==> src/rtl/parity_receiver.sv <==
// parity_receiver
//   Receives one serial frame: DATA_W data bits (MSB first) followed by a
//   single parity bit. It assembles the data word, computes the parity of the
//   received data bits and flags a mismatch against the received parity bit.
//
// Parameters
//   DATA_W     : data bits per frame (2..16)
//   ODD_PARITY : 0 = even parity, 1 = odd parity
//
// Ports
//   clock      : rising-edge clock
//   reset_n    : asynchronous active-low reset
//   start      : frame-start request, only looked at in IDLE
//   serialin   : serial data line (data MSB first, then parity bit)
//   registerA  : assembled data word
//   parity     : XOR of the received data bits
//   parity_err : received parity bit differs from the expected one
//   done       : one-cycle frame-complete pulse
//   busy       : high while shifting data or checking parity
module parity_receiver #(
  parameter int DATA_W     = 8,
  parameter int ODD_PARITY = 0
) (
  input  logic              clock,
  input  logic              reset_n,
  input  logic              start,
  input  logic              serialin,
  output logic [DATA_W-1:0] registerA,
  output logic              parity,
  output logic              parity_err,
  output logic              done,
  output logic              busy
);

  // Both counters must be able to hold the value DATA_W.
  localparam int CNT_W = $clog2(DATA_W + 1);
  localparam logic ODD_BIT = (ODD_PARITY != 0);

  typedef enum logic [1:0] {
    IDLE  = 2'd0,
    SHIFT = 2'd1,
    PCHK  = 2'd2,
    DONE  = 2'd3
  } state_t;

  state_t           state_reg;
  state_t           state_next;
  logic [CNT_W-1:0] bit_cnt_reg;
  logic [CNT_W-1:0] ones_cnt_reg;
  logic             last_bit;

  // The edge that shifts in the final data bit is the one taken while the
  // counter still reads DATA_W-1.
  assign last_bit = (bit_cnt_reg == CNT_W'(DATA_W - 1));

  // State register
  always_ff @(posedge clock or negedge reset_n) begin
    if (!reset_n) begin
      state_reg <= IDLE;
    end else begin
      state_reg <= state_next;
    end
  end

  // Next-state and status outputs
  always_comb begin
    state_next = IDLE;
    done       = 1'b0;
    busy       = 1'b0;
    case (state_reg)
      IDLE: begin
        state_next = start ? SHIFT : IDLE;
      end
      SHIFT: begin
        busy       = 1'b1;
        state_next = last_bit ? PCHK : SHIFT;
      end
      PCHK: begin
        busy       = 1'b1;
        state_next = DONE;
      end
      DONE: begin
        done       = 1'b1;
        state_next = IDLE;
      end
      default: begin
        state_next = IDLE;
      end
    endcase
  end

  // Datapath: result registers keep their values outside SHIFT/PCHK so the
  // last frame stays visible until the next one starts shifting.
  always_ff @(posedge clock or negedge reset_n) begin
    if (!reset_n) begin
      registerA    <= '0;
      parity       <= 1'b0;
      parity_err   <= 1'b0;
      bit_cnt_reg  <= '0;
      ones_cnt_reg <= '0;
    end else begin
      case (state_reg)
        IDLE: begin
          if (start) begin
            bit_cnt_reg  <= '0;
            ones_cnt_reg <= '0;
          end
        end
        SHIFT: begin
          registerA    <= {registerA[DATA_W-2:0], serialin};
          ones_cnt_reg <= ones_cnt_reg + CNT_W'(serialin);
          bit_cnt_reg  <= bit_cnt_reg + 1'b1;
          // Stale error from the previous frame is dropped once shifting begins.
          parity_err   <= 1'b0;
        end
        PCHK: begin
          parity     <= ones_cnt_reg[0];
          parity_err <= serialin ^ (ones_cnt_reg[0] ^ ODD_BIT);
        end
        default: begin
        end
      endcase
    end
  end

endmodule

==> config.mk <==
export PLATFORM = sky130hd
export DESIGN_NAME = parity_receiver
export DESIGN_NICKNAME = d
export VERILOG_FILES = /design/src/rtl/parity_receiver.sv
export SDC_FILE = /design/constraint.sdc
export NUM_CORES = 1
export LEC_CHECK = 0
export CORE_MARGIN = 1.5
export CORE_UTILIZATION = 49
export CTS_BUF_LIST = sky130_fd_sc_hd__clkbuf_2
export CTS_CLUSTER_SIZE = 10
export DETAILED_ROUTE_END_ITERATION = 8
export GPL_ROUTABILITY_DRIVEN = 1
export PLACE_DENSITY = 0.76
export SYNTH_ARGS = -nofsm -noshare
export SYNTH_HDL_FRONTEND = slang
export SYNTH_SLANG_ARGS = --single-unit
==> constraint.sdc <==
create_clock -name clock -period 1.7 [get_ports clock]
set_clock_uncertainty 0.05 [all_clocks]
set_input_delay 0.34 -clock clock [delete_from_list [all_inputs] [get_ports clock]]
set_output_delay 0.34 -clock clock [all_outputs]
set_load 0.02 [all_outputs]
==> metrics.yaml, run 1 <==
sta:
  hold_viol_final: 0
  period_needed_ns: 1.63
  rsz0062_at_grt: "true"
  maxSlewViolCount: 0
  max_clock_freq_ghz: 0.613
  layout_worst_path_cycle_share_pct: 95.9
  worst_slew_pin_slew_ns: 0.311
  slew-limit-headroom_pct: 78.7
  finalSetupViolations: 0
cts:
  htreeDepth: 1
  path_clk_slew_ns: 0.16
  clockRootBuffer: "clkbuf_2"
  cts_tree: "built"
  numCtsBuffers: 3
  clock_sinks: 17
  clk_path_buf_depth: 2
  insertion_delay_ns: 0.29
  post_cts_buffers: 0
cells_and_area:
  fin_nets: 98
  largest_reg_flops: 8
  diodes: 0
  area_growth_syn_to_layout_pct: 26.7
  finalCoreUtilization_pct: 68.1
  multi_input_area_um2: 369
  regArea_um2: 425
  fillers: 120
  drive_above_1_share_pct: 27.3
detailed_routing:
  maxUsedRoutingLayer: "met4"
  wl_met3_um: 60
  wl_um: 1380
  drtIter0Drc: 7
  drt_pass1_iterations: 4
  ant_nets: 0
  wl_per_cell_um: 13.3
  drc_errors: 0
  wirelength_met1_um: 659
  detailroute.via_count: 564
  drt-vias-per-instance: 5.42
  wl_met2_um: 644
placement:
  io_buffers: 15
  place_hpwl_um: 1030
  gpl.final_weighted_congestion: 0.790
grt:
  antenna_found_initial: 0
  grt_overflow_total: 0
  grt_max_degree: 18
  track_usage_pct: 16.7
  grt_pass1_vias: 527
  grt_pass1_wl_um: 2290
synthesis:
  yosys_warnings: 0
  yosys.area.top_type_share_pct: 51.4
  yosysTopAreaCell: "dfrtp_1"
  synth_cell_types: 24
  ys_seq_area_share_pct: 51.4
  syn_area_um2: 828
  synthCells: 65
  synth_fp_nets: 74
  syn_avg_cell_area_um2: 12.7
  synth_area_leaders: "dfrtp_1, mux2_2, ha_1"
  ys_seq_elements: 17
setup_path:
  rr_endpoint: "registerA[1]"
  worstPathRequired_ns: 1.31
  setup.worst_path.end_class: "primary output"
  worstSetupStartpointType: "register"
  critPathMaxStageDelay_ns: 0.60
  crit_chain: "clkdlybuf4s50_1"
  critPathMaxFanout: 2
  critPathLaunch: "registerA[7]"
  worstSetupPathType: "register to primary output"
  cpMaxStageDelayCell: "clkdlybuf4s50_1"
  reg2reg_depth: 5
  crit_family: "buffers and inverters"
  crit_arrival_ns: 1.24
  critical_path_buf_inv_count: 1
  crit_path_end: "registerA[7]"
  r2r_slack_ns: 0.10
  critical_path_depth: 1
status:
  status: "finished clean"
floorplanning:
  dieArea_um2: 1950
  die_w_um: 44.1
  ios: 16
  start_util_pct: 53.7
  fp.coreArea_um2: 1540
  die_h_um: 44.1
  num_rows: 14
hold_path:
  hold_path_class: "primary input to asynchronous set/reset pin"
power:
  ir_drop_mv: 0.994
  power.static_leakage_nw: 0.551
  powerDensity_nw_per_um2: 1900
  p_total_mw: 2.00
run:
  cap_viol_max_count: 0
## per-layer routing
layer | vias up | global-route usage (%)
met3 | 2 | 2.45
met1 | 267 | 20.5
met4 | 0 | 10.9
met5 | - | 0
li1 | 278 | -
met2 | 17 | 27.4
## report_power, final
group | switching, mW | internal (mW) | leakage (nW)
sequential | 0.133 | 0.591 | 0.206
clock | 0.119 | 0.0624 | 0.0166
combinational | 0.524 | 0.565 | 0.328
## layout make-up
class	count	share of cell area, %
timing repair buffer	21	19.4
clock buffer	4	1.91
tap	16	1.91
inverter	3	1.07
sequential	17	40.5
multi-input combinational	43	35.2
## logic make-up after synthesis
logic type	Yosys count	share of synthesized area, %
mux	11	15.1
fa+ha+maj	5	7.55
compound gates	11	10.4
buf+inv	5	4.08
simple gates	16	11.5
flops	17	51.4
## metrics by stage
| step | TNS [ns] | setup slack [ns] | cell area (um^2) | hold WS, ns | cells |
|---|---|---|---|---|---|
| 6_report | 0 | 0.0699 | 1050 | 0.300 | 104 |
| 5_1_grt | -0.00162 | -0.00162 | 1050 | 0.309 | 104 |
| 4_1_cts | 0 | 0.0112 | 1040 | 0.313 | 104 |
| 3_5_place_dp | -0.00147 | -0.00147 | 1020 | 0.454 | 100 |
| 3_3_place_gp | 0 | 0.0334 | 1020 | 0.441 | 100 |
| 2_1_floorplan | 0 | 0.328 | 828 | -0.00559 | 65 |
## worst min-delay path by stage
stage,depth (start not counted),from,to
after floorplan,0,reset_n,asynchronous set/reset pin
after global placement,1,parity,parity
after detailed placement,1,parity,parity
after CTS,2,reset_n,bit_cnt_reg[0]
after global routing,2,reset_n,bit_cnt_reg[0]
final,2,reset_n,bit_cnt_reg[0]
## layout by cell type, fill, tap and decap left out, types with 3 or more instances in the layout
cell	Yosys	routed
clkbuf_2	0	4
ha_1	5	5
buf_4	0	6
nand2b_1	3	3
dfrtp_1	17	17
inv_1	3	3
clkdlybuf4s50_1	0	4
mux2_2	8	8
nand2_1	4	4
dlymetal6s2s_1	0	8
## timing repair
action                                  4_1_cts  5_1_grt
hold buffers                                  0        0
resized for setup                             8        9
endpoints found under the setup margin        3       10
pin swaps                                     0        0
## synth_stat cells
| library cell | number |
|---|---|
| nand3_1 | 2 |
| buf_6 | 2 |
| inv_1 | 3 |
| and4b_1 | 1 |
| nand3b_1 | 2 |
| a22o_1 | 1 |
| o21ai_2 | 1 |
| nor2_1 | 1 |
| a32o_1 | 1 |
| mux2_2 | 8 |
| a211oi_1 | 1 |
| nor2b_1 | 2 |
| a221oi_2 | 1 |
| nand2b_1 | 3 |
| o22ai_1 | 1 |
| o21ai_0 | 1 |
| o21ai_1 | 2 |
| and2b_4 | 1 |
| mux2i_1 | 2 |
| mux2_4 | 1 |
| o211ai_1 | 2 |
| ha_1 | 5 |
| nand2_1 | 4 |
| dfrtp_1 | 17 |
Note: power is estimated with default switching activity, not from simulation.
==> run 2, diff against run 1 <==
--- a/config.mk
+++ b/config.mk
@@ -11,7 +11,7 @@
 export CTS_CLUSTER_SIZE = 10
 export DETAILED_ROUTE_END_ITERATION = 8
 export GPL_ROUTABILITY_DRIVEN = 1
-export PLACE_DENSITY = 0.76
+export PLACE_DENSITY_LB_ADDON = 0.3
 export SYNTH_ARGS = -nofsm -noshare
 export SYNTH_HDL_FRONTEND = slang
 export SYNTH_SLANG_ARGS = --single-unit
==> run 2 against run 1 <==
Against the previous run:
- final cell count stayed put
- clock power hardly changed
- setup slack better by 0.025 ns
- power is 1.4% lower
- first-iteration DRC count is 57% higher
- largest cell class unchanged
- combinational power hardly changed
- highest routed layer unchanged
- clock-buffer cell count is 1 lower
==> metrics.yaml, run 2 (synthesis gave the netlist of run 1 again) <==
setup_path:
  worstPathRequired_ns: 1.31  # about the same
  r2r_slack_ns: 0.14  # +0.04 ns
  critical_path_buf_inv_count: 2  # +1
  setup.worst_path.end_class: "primary output"
  critPathMaxStageDelay_ns: 0.37  # -0.23 ns
  worstSetupPathType: "register to primary output"
  reg2reg_depth: 5  # unchanged
  crit_arrival_ns: 1.21  # -0.03 ns
  crit_chain: "inv_1 -> ha_1 -> buf_2"
  cpMaxStageDelayCell: "dfrtp_1"
  crit_family: "flip-flops"
  worstSetupStartpointType: "register"
  critical_path_depth: 3  # +2
  critPathMaxFanout: 3  # +1
  critPathLaunch: "state_reg[0]"
detailed_routing:
  drt-vias-per-instance: 5.42  # unchanged
  wl_met3_um: 47  # -22%
  maxUsedRoutingLayer: "met4"
  drt_pass1_iterations: 4  # unchanged
  wl_um: 1380  # about the same
  ant_nets: 0  # unchanged
  wl_met2_um: 646  # +0.31%
  drtIter0Drc: 11  # +4
  wirelength_met1_um: 661  # +0.30%
  wl_per_cell_um: 13.3  # about the same
  detailroute.via_count: 564  # unchanged
  drc_errors: 0  # unchanged
power:
  p_switching_uw: 774  # -0.34%
  powerDensity_nw_per_um2: 1880  # -0.91%
  switching_share_pct: 39.3  # +0.41 points
  internal-power_mw: 1.19  # -2.0%
  combinationalPowerShare_pct: 54.2  # -0.4 points
  ir_drop_mv: 1.01  # +1.3%
  power_frac_seq_pct: 36.6  # +0.3 points
  power.static_leakage_nw: 0.544  # -1.2%
  p_clk_share_pct: 9.2  # about the same
sta:
  finalSetupViolations: 0  # unchanged
  slew-limit-headroom_pct: 78.4  # -0.31 points
  worst_slew_pin_slew_ns: 0.316  # +0.00446 ns
  layout_worst_path_cycle_share_pct: 94.4  # -1.5 points
  maxSlewViolCount: 0  # unchanged
  finalSetupTns_ns: 0  # unchanged
  rsz0062_at_grt: "false"
  hold_slack_ns: 0.284  # -0.0166 ns
  max_clock_freq_ghz: 0.623  # +1.6%
  hold_viol_final: 0  # unchanged
  period_needed_ns: 1.60  # -0.0251 ns
grt:
  track_usage_pct: 17.3  # +0.57 points
  antenna_found_initial: 0  # unchanged
  grt_pass1_vias: 576  # +9.3%
  grt_max_degree: 18  # unchanged
  grt_pass1_wl_um: 2460  # +7.6%
  grt_overflow_total: 0  # unchanged
floorplanning:
  fp.coreArea_um2: 1540  # unchanged
  ios: 16  # unchanged
  start_util_pct: 53.7  # unchanged
  die_h_um: 44.1  # unchanged
  die_w_um: 44.1  # unchanged
  dieArea_um2: 1950  # unchanged
  num_rows: 14  # unchanged
cells_and_area:
  drive_above_1_share_pct: 27.3  # unchanged
  fin_nets: 98  # unchanged
  area_growth_syn_to_layout_pct: 26.1
  fillers: 127  # +5.8%
  diodes: 0  # unchanged
  largest_reg_flops: 8  # unchanged
  final_cell_area_um2: 1040  # -0.48%
  finalCoreUtilization_pct: 67.8  # -0.32 points
  final_common_cell: "dfrtp_1"
  final_cell_mix: "dfrtp_1, mux2_2, dlymetal6s2s_1, buf_4, ha_1"
  fin_cells: 104  # unchanged
  multi_input_area_um2: 369  # unchanged
  regArea_um2: 425  # unchanged
placement:
  io_buffers: 15  # unchanged
  dp_cells: 100  # unchanged
  place_area_um2: 1020  # unchanged
  place_hpwl_um: 1030  # about the same
  gpl.final_weighted_congestion: 0.783  # -0.94%
cts:
  post_cts_buffers: 0  # unchanged
  path_clk_slew_ns: 0.16  # about the same
  clock_sinks: 17  # unchanged
  clk_path_buf_depth: 2  # unchanged
  clockRootBuffer: "clkbuf_2"
  cts_tree: "built"
  htreeDepth: 1  # unchanged
  post_cts_resized: 10  # +2
  insertion_delay_ns: 0.30  # about the same
  cts_hold_buffers: 0  # unchanged
  numCtsBuffers: 3  # unchanged
run:
  cap_viol_max_count: 0  # unchanged
status:
  status: "finished clean"
hold_path:
  hold_path_class: "primary input to asynchronous set/reset pin"
==> run 2: changes by cell type in the layout (fill, tap and decap cells not counted) <==
| cell | change |
|---|---|
| clkbuf_2 | -1 |
| dlygate4sd2_1 | +2 |
| clkinv_2 | +1 |
| dlymetal6s2s_1 | -1 |
| clkdlybuf4s50_1 | -1 |
==> run 2: path summary, 6_finish.rpt <==
check | endpoint
worst min register to register | parity
worst max register to register | registerA[6]
worst min-delay path | bit_cnt_reg[2]
worst max-delay path | busy
min in group clock | parity
max in group asynchronous | registerA[1]
==> run 2: per-stage QoR <==
step	worst slack (ns)	power [mW]
final	0.0950	1.97
after CTS	0.00158	2.01
after floorplan	0.328	1.48
after detailed placement	0.00204	1.87
after global routing	0.0152	2.12
after global placement	0.0347	1.83
==> run 2: worst register-to-register path, stage by stage, from the launching register on <==
cell and delay (ns):
dfrtp_1 0.41, inv_1 0.08, buf_4 0.11, ha_1 0.27, buf_4 0.21, mux2_2 0.34
==> run 2: power groups by stage <==
| stage | registers [mW] | logic (mW) | clock network [mW] |
|---|---|---|---|
| after floorplan | 0.861 | 0.619 | 0 |
| after global placement | 0.727 | 1.11 | 0 |
| after detailed placement | 0.740 | 1.13 | 0 |
| after CTS | 0.729 | 1.10 | 0.185 |
| after global routing | 0.756 | 1.17 | 0.197 |
| final | 0.720 | 1.07 | 0.181 |
==> run 2: cell type report <==
class                      instances  share of cell area, %
clock inverter                     1                  0.479
inverter                           3                   1.08
tap                               16                   1.92
clock buffer                       3                   1.44
sequential                        17                   40.7
timing repair buffer              21                   19.0
multi-input combinational         43                   35.3
==> run 2: layer usage <==
layer / up-vias / global-route usage (%)
met2: 12 / 28.8
met1: 270 / 21.8
met3: 4 / 2.45
met4: 0 / 9.09
li1: 278 / -
met5: - / 0
==> run 3, diff against run 2 <==
--- a/config.mk
+++ b/config.mk
@@ -5,6 +5,7 @@
 export SDC_FILE = /design/constraint.sdc
 export NUM_CORES = 1
 export LEC_CHECK = 0
+export ABC_CLOCK_PERIOD_IN_PS = 1700
 export CORE_MARGIN = 1.5
 export CORE_UTILIZATION = 49
 export CTS_BUF_LIST = sky130_fd_sc_hd__clkbuf_2
@@ -12,6 +13,7 @@
 export DETAILED_ROUTE_END_ITERATION = 8
 export GPL_ROUTABILITY_DRIVEN = 1
 export PLACE_DENSITY_LB_ADDON = 0.3
+export SLEW_MARGIN = 0
 export SYNTH_ARGS = -nofsm -noshare
 export SYNTH_HDL_FRONTEND = slang
 export SYNTH_SLANG_ARGS = --single-unit
==> constraint.sdc (replaced) <==
create_clock -name clock -period 1.7 [get_ports clock]
set_clock_uncertainty 0.05 [all_clocks]
set_input_delay 0.34 -clock clock [delete_from_list [all_inputs] [get_ports clock]]
set_output_delay 0.34 -clock clock [all_outputs]
set_load 0.005 [all_outputs]
==> run 3 against run 2 <==
Against the previous run:
- wire length up 0.58%
- sequential cell count did not move
- sequential share of layout area shrank 0.72 points
- combinational power about the same
- die area stayed put
- critical endpoint is now done
- largest power group unchanged
==> metrics.yaml, run 3 (synthesis gave the netlist of run 1 again) <==
power:
  combinationalPowerShare_pct: 53.6  # -0.6 points
  ir_drop_mv: 0.957  # -5.0%
  switching_share_pct: 33.5  # -5.9 points
  p_clk_share_pct: 8.9  # -0.3 points
  power_frac_seq_pct: 37.4  # +0.8 points
  powerDensity_nw_per_um2: 1840  # -2.5%
  p_switching_uw: 653  # -16%
  power.static_leakage_nw: 0.469  # -14%
  internal-power_mw: 1.30  # +8.8%
setup_path:
  setup.worst_path.end_class: "primary output"
  critical_path_buf_inv_count: 2  # unchanged
  reg2reg_depth: 6  # +1
  worstSetupStartpointType: "register"
  crit_chain: "buf_6 -> ha_1 -> clkdlybuf4s15_1"
  cpMaxStageDelayCell: "dfrtp_1"
  critPathMaxFanout: 4  # +1
  crit_arrival_ns: 1.22  # about the same
  regToRegStartpoint: "state_reg[0]"
  crit_family: "flip-flops"
  critical_path_depth: 3  # unchanged
  critPathMaxStageDelay_ns: 0.44  # +0.07 ns
  worstPathRequired_ns: 1.31  # about the same
  critPathLaunch: "state_reg[0]"
  worstSetupPathType: "register to primary output"
sta:
  period_needed_ns: 1.61  # +0.00925 ns
  maxSlewViolCount: 0  # unchanged
  max_clock_freq_ghz: 0.619  # -0.57%
  rsz0062_at_grt: "false"
  hold_viol_final: 0  # unchanged
  worst_slew_pin_slew_ns: 0.332  # +0.0168 ns
  hold_slack_ns: 0.302  # +0.0180 ns
  finalSetupViolations: 0  # unchanged
  slew-limit-headroom_pct: 77.2  # -1.2 points
  layout_worst_path_cycle_share_pct: 95.0  # +0.54 points
cells_and_area:
  diodes: 0  # unchanged
  multi_input_area_um2: 382  # +3.4%
  final_cell_mix: "dfrtp_1, clkdlybuf4s50_1, mux2_2"
  largest_reg_flops: 8  # unchanged
  fillers: 132  # +3.9%
  regArea_um2: 425  # unchanged
  area_growth_syn_to_layout_pct: 28.4
  finalCoreUtilization_pct: 69.0  # +1.2 points
  final_common_cell: "dfrtp_1"
  fin_nets: 97  # -1.0%
  drive_above_1_share_pct: 27.6  # +0.31 points
cts:
  cts_tree: "built"
  cts_hold_buffers: 0  # unchanged
  htreeDepth: 1  # unchanged
  clk_path_buf_depth: 2  # unchanged
  clock_sinks: 17  # unchanged
  path_clk_slew_ns: 0.16  # about the same
  insertion_delay_ns: 0.28  # -0.02 ns
  clockRootBuffer: "clkbuf_2"
  numCtsBuffers: 3  # unchanged
detailed_routing:
  wl_um: 1390  # +0.58%
  wl_per_cell_um: 13.5  # +1.6%
  drt-vias-per-instance: 5.59  # +3.1%
  drtIter0Drc: 5  # -6
  drt_pass1_iterations: 4  # unchanged
  drc_errors: 0  # unchanged
  detailroute.via_count: 576  # +2.1%
  ant_nets: 0  # unchanged
floorplanning:
  dieArea_um2: 1950  # unchanged
  die_w_um: 44.1  # unchanged
  ios: 16  # unchanged
  die_h_um: 44.1  # unchanged
  fp.coreArea_um2: 1540  # unchanged
  num_rows: 14  # unchanged
  start_util_pct: 53.7  # unchanged
grt:
  antenna_found_initial: 0  # unchanged
  grt_overflow_total: 0  # unchanged
  grt_pass1_wl_um: 2350  # -4.8%
  track_usage_pct: 16.6  # -0.73 points
  grt_pass1_vias: 545  # -5.4%
  grt_max_degree: 20  # +2
hold_path:
  hold_path_class: "primary input to asynchronous set/reset pin"
placement:
  io_buffers: 15  # unchanged
  gpl.final_weighted_congestion: 0.751  # -4.1%
  place_hpwl_um: 1000  # -2.7%
status:
  status: "finished clean"
run:
  cap_viol_max_count: 0  # unchanged
-- run 3: power by group through the flow --
stage | clock, mW | sequential (mW) | combinational, mW
final | 0.174 | 0.731 | 1.05
after global routing | 0.201 | 0.761 | 1.13
after CTS | 0.185 | 0.731 | 1.06
after detailed placement | 0 | 0.739 | 0.994
after global placement | 0 | 0.728 | 0.965
after floorplan | 0 | 0.733 | 0.596
-- run 3: final timing paths --
kind | end | slack, ns
max reg2reg | bit_cnt_reg[3] | 0.15
min reg2reg | registerA[7] | 0.47
max in group asynchronous | bit_cnt_reg[2] | 1.11
min | registerA[1] | 0.30
min in group clock | registerA[7] | 0.47
max | done | 0.09
-- run 3: per-stage QoR --
| step | setup WS [ns] | TNS [ns] | power [mW] | std cells | area [um^2] |
|---|---|---|---|---|---|
| floorplan | 0.328 | 0 | 1.33 | 65 | 828 |
| global placement | 0.0882 | 0 | 1.69 | 97 | 1010 |
| detailed placement | 0.0613 | 0 | 1.73 | 97 | 1010 |
| CTS | -0.00777 | -0.00777 | 1.97 | 103 | 1060 |
| global route | 0.0164 | 0 | 2.10 | 103 | 1060 |
| finish | 0.0858 | 0 | 1.95 | 103 | 1060 |
-- run 3: timing repair --
action	in CTS	in global routing
resized for setup	7	3
pin swaps	0	0
setup buffers	2	0
endpoints found under the setup margin	2	2
endpoints found under the hold margin	0	0
-- run 3: routing by layer --
metal	track usage (%)	part of all wire (%)
met3	3.67	3.9
met5	0	0
met2	28.2	49
met1	20.1	46
met4	7.27	0.65
-- run 3: cell type report --
type                       count  area share [%]
clock buffer                   3            1.41
clock inverter                 1           0.471
inverter                       3            1.29
multi-input combinational     43            35.9
sequential                    17            40.0
tap                           16            1.88
timing repair buffer          20            19.1
-- run 3: worst register-to-register path: stages, from the launching register on --
cell      delay (ns)
dfrtp_1         0.44
buf_6           0.14
ha_1            0.22
buf_12          0.16
mux2i_1         0.28
nand2_1         0.09
o211ai_1        0.09
